$ cat src/rtl/pipe_ctrl.sv
// Stall/flush sequencer for the 5-stage pipeline: merges stall requests, turns MEM
// exceptions into a one-cycle flush + redirect, and watches data-bus waits.
// Optional performance counters are built when PIPE_CTRL_PERF_EN is defined.
module pipe_ctrl #(
   parameter logic [31:0] EXC_VECTOR = 32'h0000_0020,
   parameter int          TIMEOUT    = 16
) (
   input  logic        clk,
   input  logic        rst,
   input  logic        stallreq_if,
   input  logic        stallreq_id,
   input  logic        stallreq_ex,
   input  logic        stallreq_mem,
   input  logic [31:0] mem_exc,
   input  logic [31:0] cp0_epc,
   output logic [5:0]  stall,
   output logic        flush,
   output logic [31:0] new_pc,
   output logic        bus_timeout,
   output logic [31:0] stall_cycles,
   output logic [31:0] flush_count,
   output logic        state_dbg
);

   // stall[i]=1 freezes pipeline register i; no handshake, the vector is level-sensitive.
   typedef enum logic {RUN = 1'b0, FLUSHED = 1'b1} state_t;

   localparam logic [31:0] EXC_ERET = 32'h0000_000e;
   localparam logic [15:0] WD_LAST  = 16'(TIMEOUT - 1);

   state_t      state, state_nx;
   logic [15:0] wd_cnt;
   logic        wd_inc;

   always_ff @(posedge clk or negedge rst) begin
      if (!rst) state <= RUN;
      else      state <= state_nx;
   end

   // Outputs are forced low while reset is held so they clear without an edge.
   always_comb begin
      state_nx = state;
      stall    = 6'b000000;
      flush    = 1'b0;
      new_pc   = 32'h0;
      if (rst) begin
         case (state)
            RUN: begin
               if (mem_exc != 32'h0) begin
                  flush    = 1'b1;
                  new_pc   = (mem_exc == EXC_ERET) ? cp0_epc : EXC_VECTOR;
                  state_nx = FLUSHED;
               end else if (stallreq_mem) stall = 6'b011111;
               else if (stallreq_ex)      stall = 6'b001111;
               else if (stallreq_id)      stall = 6'b000111;
               else if (stallreq_if)      stall = 6'b000011;
            end
            FLUSHED: begin
               if (stallreq_if) stall = 6'b000011;
               state_nx = RUN;
            end
            default: state_nx = RUN;
         endcase
      end
   end

   assign state_dbg = (state == FLUSHED);
   assign wd_inc    = (state == RUN) && stallreq_mem && (mem_exc == 32'h0);

   always_ff @(posedge clk or negedge rst) begin
      if (!rst) begin
         wd_cnt      <= 16'h0;
         bus_timeout <= 1'b0;
      end else if (wd_inc) begin
         if (wd_cnt == WD_LAST) begin
            wd_cnt      <= 16'h0;
            bus_timeout <= 1'b1;
         end else begin
            wd_cnt      <= wd_cnt + 16'h1;
            bus_timeout <= 1'b0;
         end
      end else begin
         wd_cnt      <= 16'h0;
         bus_timeout <= 1'b0;
      end
   end

`ifdef PIPE_CTRL_PERF_EN
   always_ff @(posedge clk or negedge rst) begin
      if (!rst) begin
         stall_cycles <= 32'h0;
         flush_count  <= 32'h0;
      end else begin
         if (stall != 6'b000000) stall_cycles <= stall_cycles + 32'h1;
         if (flush)              flush_count  <= flush_count + 32'h1;
      end
   end
`else
   assign stall_cycles = 32'h0;
   assign flush_count  = 32'h0;
`endif

endmodule

$ cat config.mk
export PLATFORM = sky130hd
export DESIGN_NAME = pipe_ctrl
export DESIGN_NICKNAME = d
export VERILOG_FILES = /design/src/rtl/pipe_ctrl.sv
export SDC_FILE = /design/constraint.sdc
export NUM_CORES = 1
export LEC_CHECK = 0
export ABC_AREA = 1
export BUFFER_PORTS_ARGS = -buffer_cell sky130_fd_sc_hd__buf_4
export CAP_MARGIN = 20
export CORE_MARGIN = 4
export CORE_UTILIZATION = 43
export CTS_CLUSTER_SIZE = 40
export DETAILED_ROUTE_END_ITERATION = 12
export PLACE_DENSITY_LB_ADDON = 0.05
export SKIP_CTS_REPAIR_TIMING = 1
export SKIP_LAST_GASP = 1
export SYNTH_ARGS = -nofsm -noshare
export SYNTH_HDL_FRONTEND = slang
export SYNTH_SLANG_ARGS = --single-unit
$ cat constraint.sdc
create_clock -name clk -period 6.8 [get_ports clk]
set_input_delay 2.04 -clock clk [delete_from_list [all_inputs] [get_ports clk]]
set_output_delay 2.04 -clock clk [all_outputs]
set_load 0.01 [all_outputs]
Word-level counts from Yosys, hierarchy flattened

Index checks and enable logic that the tools add are counted.

Output and inout bits: 105
Register bits: 18
Logic and storage cells: 30
Input port bits: 70

$add $sub $neg: 1
Multiplexer cells: 19
Bitwise gates (word level): 1
Equality and inequality tests: 2
Reductions and logical operators: 4

Operators by type and width:

| cell                                                  | count |
|---|---|
| 2-to-1 mux 32 bit                                     | 4 |
| equality test 32 x 4 -> 1 bit (second input constant) | 1 |
| logical NOT 32 bit                                    | 1 |
| 2-to-1 mux 16 bit                                     | 2 |
| nonzero test 32 bit                                   | 1 |
| adder 16 x 1 -> 16 bit (second input constant)        | 1 |
| equality test 16 x 4 -> 1 bit (second input constant) | 1 |
| one-hot mux 6 bit (2 select lines)                    | 1 |
| 2-to-1 mux 5 bit                                      | 2 |
| 2-to-1 mux 6 bit                                      | 1 |
| 2-to-1 mux 1 bit                                      | 5 |
| 2-to-1 mux 4 bit                                      | 1 |
| 2-to-1 mux 3 bit                                      | 1 |
| logical AND 1 bit                                     | 2 |
| 2-to-1 mux 2 bit                                      | 1 |
| one-hot mux 1 bit (2 select lines)                    | 1 |
| NOT 1 bit                                             | 1 |

Logic depth before layout (Yosys ltp)

Depth after elaboration: 7
Gate-level depth with buffers: 9
Gate-level depth less buffers: 8

Worst setup path before layout

No wires, ideal clock.

Path type: input-to-output
Start point: input port mem_exc[15]
End point: output port stall[1]
Stages on the path: 8
Path buffers: 1
Setup slack: 1624 ps
Data arrival time: 3136 ps
Data required time: 4760 ps
Cell sequence: nor2_1 -> nand2_2 -> nor2_2 -> nand2_2 -> nor2_8 -> inv_1 -> a22oi_1 -> buf_4

Word-level cells in the longest chain between the ends: 4

RTL lines:

| element                            | RTL line | RTL |
|---|---|---|
| start, declared                    | 14       | `input logic [31:0] mem_exc,` |
| nonzero test 32 bit                | 49       | `if (mem_exc != 32'h0) begin` |
| 2-to-1 mux 5 bit                   | 49       |  |
| one-hot mux 6 bit (2 select lines) | 47       | `case (state)` |
| 2-to-1 mux 6 bit                   | 46       | `if (rst) begin` |
| end, declared                      | 16       | `output logic [5:0] stall,` |

Every way passes these cells. The select of a mux whose other input is x is not followed.

Worst setup path in the final report

Start point: input port mem_exc[31]
End point: output port new_pc[9]

Word-level cells in the longest chain between the ends: 5
Elaborated cells between the ends (all ways): 6
Classes of those cells: 1 x eq/ne; 4 x mux; 1 x reduce/logical

RTL lines:

| element                       | RTL line | RTL |
|---|---|---|
| equality test 32 x 4 -> 1 bit | 51       | `new_pc = (mem_exc == EXC_ERET) ? cp0_epc : EXC_VECTOR;` |
| 2-to-1 mux 32 bit             | 51       |  |
| 2-to-1 mux 32 bit (*)         | 49       |  |
| 2-to-1 mux 32 bit (*)         | 47       |  |
| 2-to-1 mux 32 bit (*)         | 46       |  |
| end, declared                 | 18       | `output logic [31:0] new_pc,` |

Every way passes the cells marked *; elsewhere a longest branch is shown, timed or not.

==> reports/results.txt <==
Setup violations remaining at the end of the flow were counted as 0. The run finished with clean final reports. In the synthesized netlist, the number of instances is 305.

The core footprint was 0.004786 sq mm; the count of final hold-check violations was 0. The combined buffer and inverter count along the critical path was 3; the worst-case headroom to the max-slew limit was 40.44%. The cell sitting at the root of the clock tree is a clkbuf_8. The tools report the global-route total usage across every layer as 16.90%. The synthesized area per cell works out to 7.056 sq um. Data on the critical path is required at its endpoint by 4.76 ns. The number of flops mapped to enable cells by yosys was 0; the clock period minus final worst setup slack was 5.713 ns. The initial antenna violation count is 0. The count of state elements after synthesis is 18. Across all register-to-register paths, the minimum setup slack is 5.36 ns. The final weighted congestion of routability-driven global placement came out at 0.8077. The start point of the worst hold path is wd_cnt[0]$_DFF_PN0_. Of the post-synthesis cell area, the dominant cell type holds 23.37%. The mapped netlist covers 0.002152 sq mm.

The cell type group with the largest total delay on the critical path is buffers and inverters. The number of cells on the worst reg-to-reg path is 7. The largest area contributor in the synthesized netlist is buf_4.

In the post-synthesis netlist, the cell with the most instances is nor2_1. The share of final-layout standard cells stronger than drive strength 1 was 35.54%; the post-route core utilization was 57.39%. The tools report the worst setup path startpoint as mem_exc[31].

TritonCTS built the clock tree. The floorplan die height works out to 78.75 um. Summed over all layers, the routed wires come to 5706 um. The worst setup path is captured at an output pin.

Walking the worst path, the cells encountered are buf_4 > nor2_1 > nand2_1 > nor2_1 > nand2_2 > inv_1 > nand3_1 > nor2_2 > buf_4. The highest cell delay on the worst timing path is 0.67 ns. The worst hold path terminates at wd_cnt[0]$_DFF_PN0_.

The worst path uses 84.02% of the clock period. Detailed placement ended at an HPWL of 4843 um. After synthesis, the netlist uses 29 different library cells. For this design the ratio of total power to cell area is 99.34 mW/mm^2.

Sorting the synthesized cells by area gives the leading types as buf_4 (23%), dfrtp_1 (21%), nor2_1 (12%). Of all nets on the critical path, the largest fanout is 32. The die is 78.75 um wide. Summed over all cells, the static leakage comes to 1.372 nW.

The critical path is of the primary input to output pin type. The logs give 0 for the Yosys warning count and 0 ns for the post-route setup TNS. The completed layout was analyzed and its total power is 272.8 uW. Clock-pin slew was measured on the worst setup and hold paths at 0.07 ns.

Setup repair after global routing left no endpoint under its margin. The first global-routing pass estimated 8452 um of wire. After detailed routing, the average wire length per cell comes to 12.01 um.

After filler insertion, the fill cell instance count of the layout stands at 492. Number of buffers added on ports: 109. From synthesis to final layout, the design area changed by 27.62%. Counting the buffers created by CTS gives 3. The post-route antenna net violation count is 0. Commonest register cell after synthesis: dfrtp_1. The final layout contains 480 nets. The number of antenna diodes in the final layout is 0. For this run, asynchronously set or reset flops after synthesis account for 100.0%. Across the run, the number of max-cap violations was 0.

In this run the deepest clock path goes through 2 buffers. For the worst setup path, the data arrival time is 3.67 ns. After the first detailed-routing iteration, the DRC count stood at 64. The largest vdd supply drop is 162.8 uV, and the number of clock sinks is 18.

The path type of the worst min-delay path was flop to flop. At the pin with the least slew margin, the transition time is 0.8924 ns. The tools report the clock latency reported for the late side of the worst-skew pair as 0.25 ns. The startpoint kind of the worst setup timing path was a primary input. The first detailed-routing pass took 4 iterations. The worst hold path cell count is 1, and the H-tree depth is 1. The maximum number of pins on one net before global-route repair is 34, and the post-detailed-route via-to-cell ratio is 4.204.

By count the netlist is led by nor2_1 (69), buf_4 (67), nand3_1 (38), nand2_1 (25), inv_1 (22). The die footprint is 0.006201 sq mm. The worst flop-to-flop path endpoint is wd_cnt[8]$_DFF_PN0_. The initial utilization of the core area, before any placement, comes to 44.97%. The setup clock skew after layout is 0.004653 ns, and the highest attainable clock frequency is 175.0 MHz. The count of unresolved DRC violations after routing was 0. The slowest stage of the critical path belongs to the cell inv_1. For the max-slew violation total from the final report, the log shows 0. The run gives 175 as the count of boundary I/O pins.

The total overflow left after global routing is 0. Of the synthesized area, sequential elements account for 20.93%. The routed layout has 1997 vias. The via count of the first global-routing pass was 1779; the number of rows in the core area was 25.

The worst register-to-register path begins at wd_cnt[0]$_DFF_PN0_.
-- cells by family (layout without fill, tap and decap cells) --
| logic type | after synthesis | in the layout | share of synthesized area [%] |
|---|---|---|---|
| AOI/OAI and AO/OA | 6 | 6 | 1.512 |
| xor gates and xnor gates | 10 | 10 | 4.070 |
| adders and majority gates | 1 | 1 | 0.5813 |
| buffers and inverters | 98 | 137 | 32.97 |
| DFF | 18 | 18 | 20.93 |
| other | 1 | 65 | 0.1743 |
| and+or+nand+nor | 171 | 171 | 39.77 |
-- worst max-delay path by stage --
stage | end | slack, ns | cells after the start
3_3_place_gp | new_pc[9] | 1.09 | 9
5_1_grt | new_pc[24] | 0.87 | 8
6_report | new_pc[9] | 1.09 | 9
2_1_floorplan | stall[1] | 1.62 | 8
3_5_place_dp | new_pc[17] | 1.06 | 8
4_1_cts | new_pc[17] | 1.06 | 8
-- layout make-up --
cell class	count	area [sq um]	share of cell area, %
multi-input combinational	253	1232	44.87
tap	67	83.83	3.052
sequential	18	450.4	16.40
timing repair buffer	110	825.8	30.07
inverter	23	98.84	3.599
clock buffer	4	55.05	2.005
-- sequential cells by signal, summed over array words and instances (netlist names) --
register,cells
bus_timeout,1
state_dbg,1
wd_cnt,16
-- where the power goes --
| group | internal (mW) | switching, mW |
|---|---|---|
| clock network | 0.0514 | 0.0354 |
| logic | 0.0342 | 0.0431 |
| registers | 0.108 | 0.000730 |
-- routing by layer --
metal	wire, um	vias up	GRT usage [%]
li1	-	1032	-
met1	1961	889	18.34
met2	3157	74	33.45
met3	558	2	3.515
met4	29	0	3.147
met5	0	-	0
-- cells in the final DEF (no fill, tap or decap), types with 4 or more instances in the layout --
master,n
buf_4,110
clkbuf_8,4
o21ai_0,4
xor2_1,8
inv_1,22
nand2_2,4
conb_1,65
nor2_1,69
nand2_1,25
nand3_1,38
nor2_2,17
nand4_1,6
dfrtp_1,18
-- per-stage QoR --
step                      cells  area (sq um)  setup WS, ns  hold slack, ns
after floorplan             369          2392         1.624          0.4703
after global placement      471          2691         1.093          0.4944
after detailed placement    471          2691         1.061          0.4995
after CTS                   475          2746         1.061          0.5103
after global routing        475          2746        0.8732          0.5563
final                       475          2746         1.087          0.5074
Note: power is estimated with default switching activity, not from simulation.
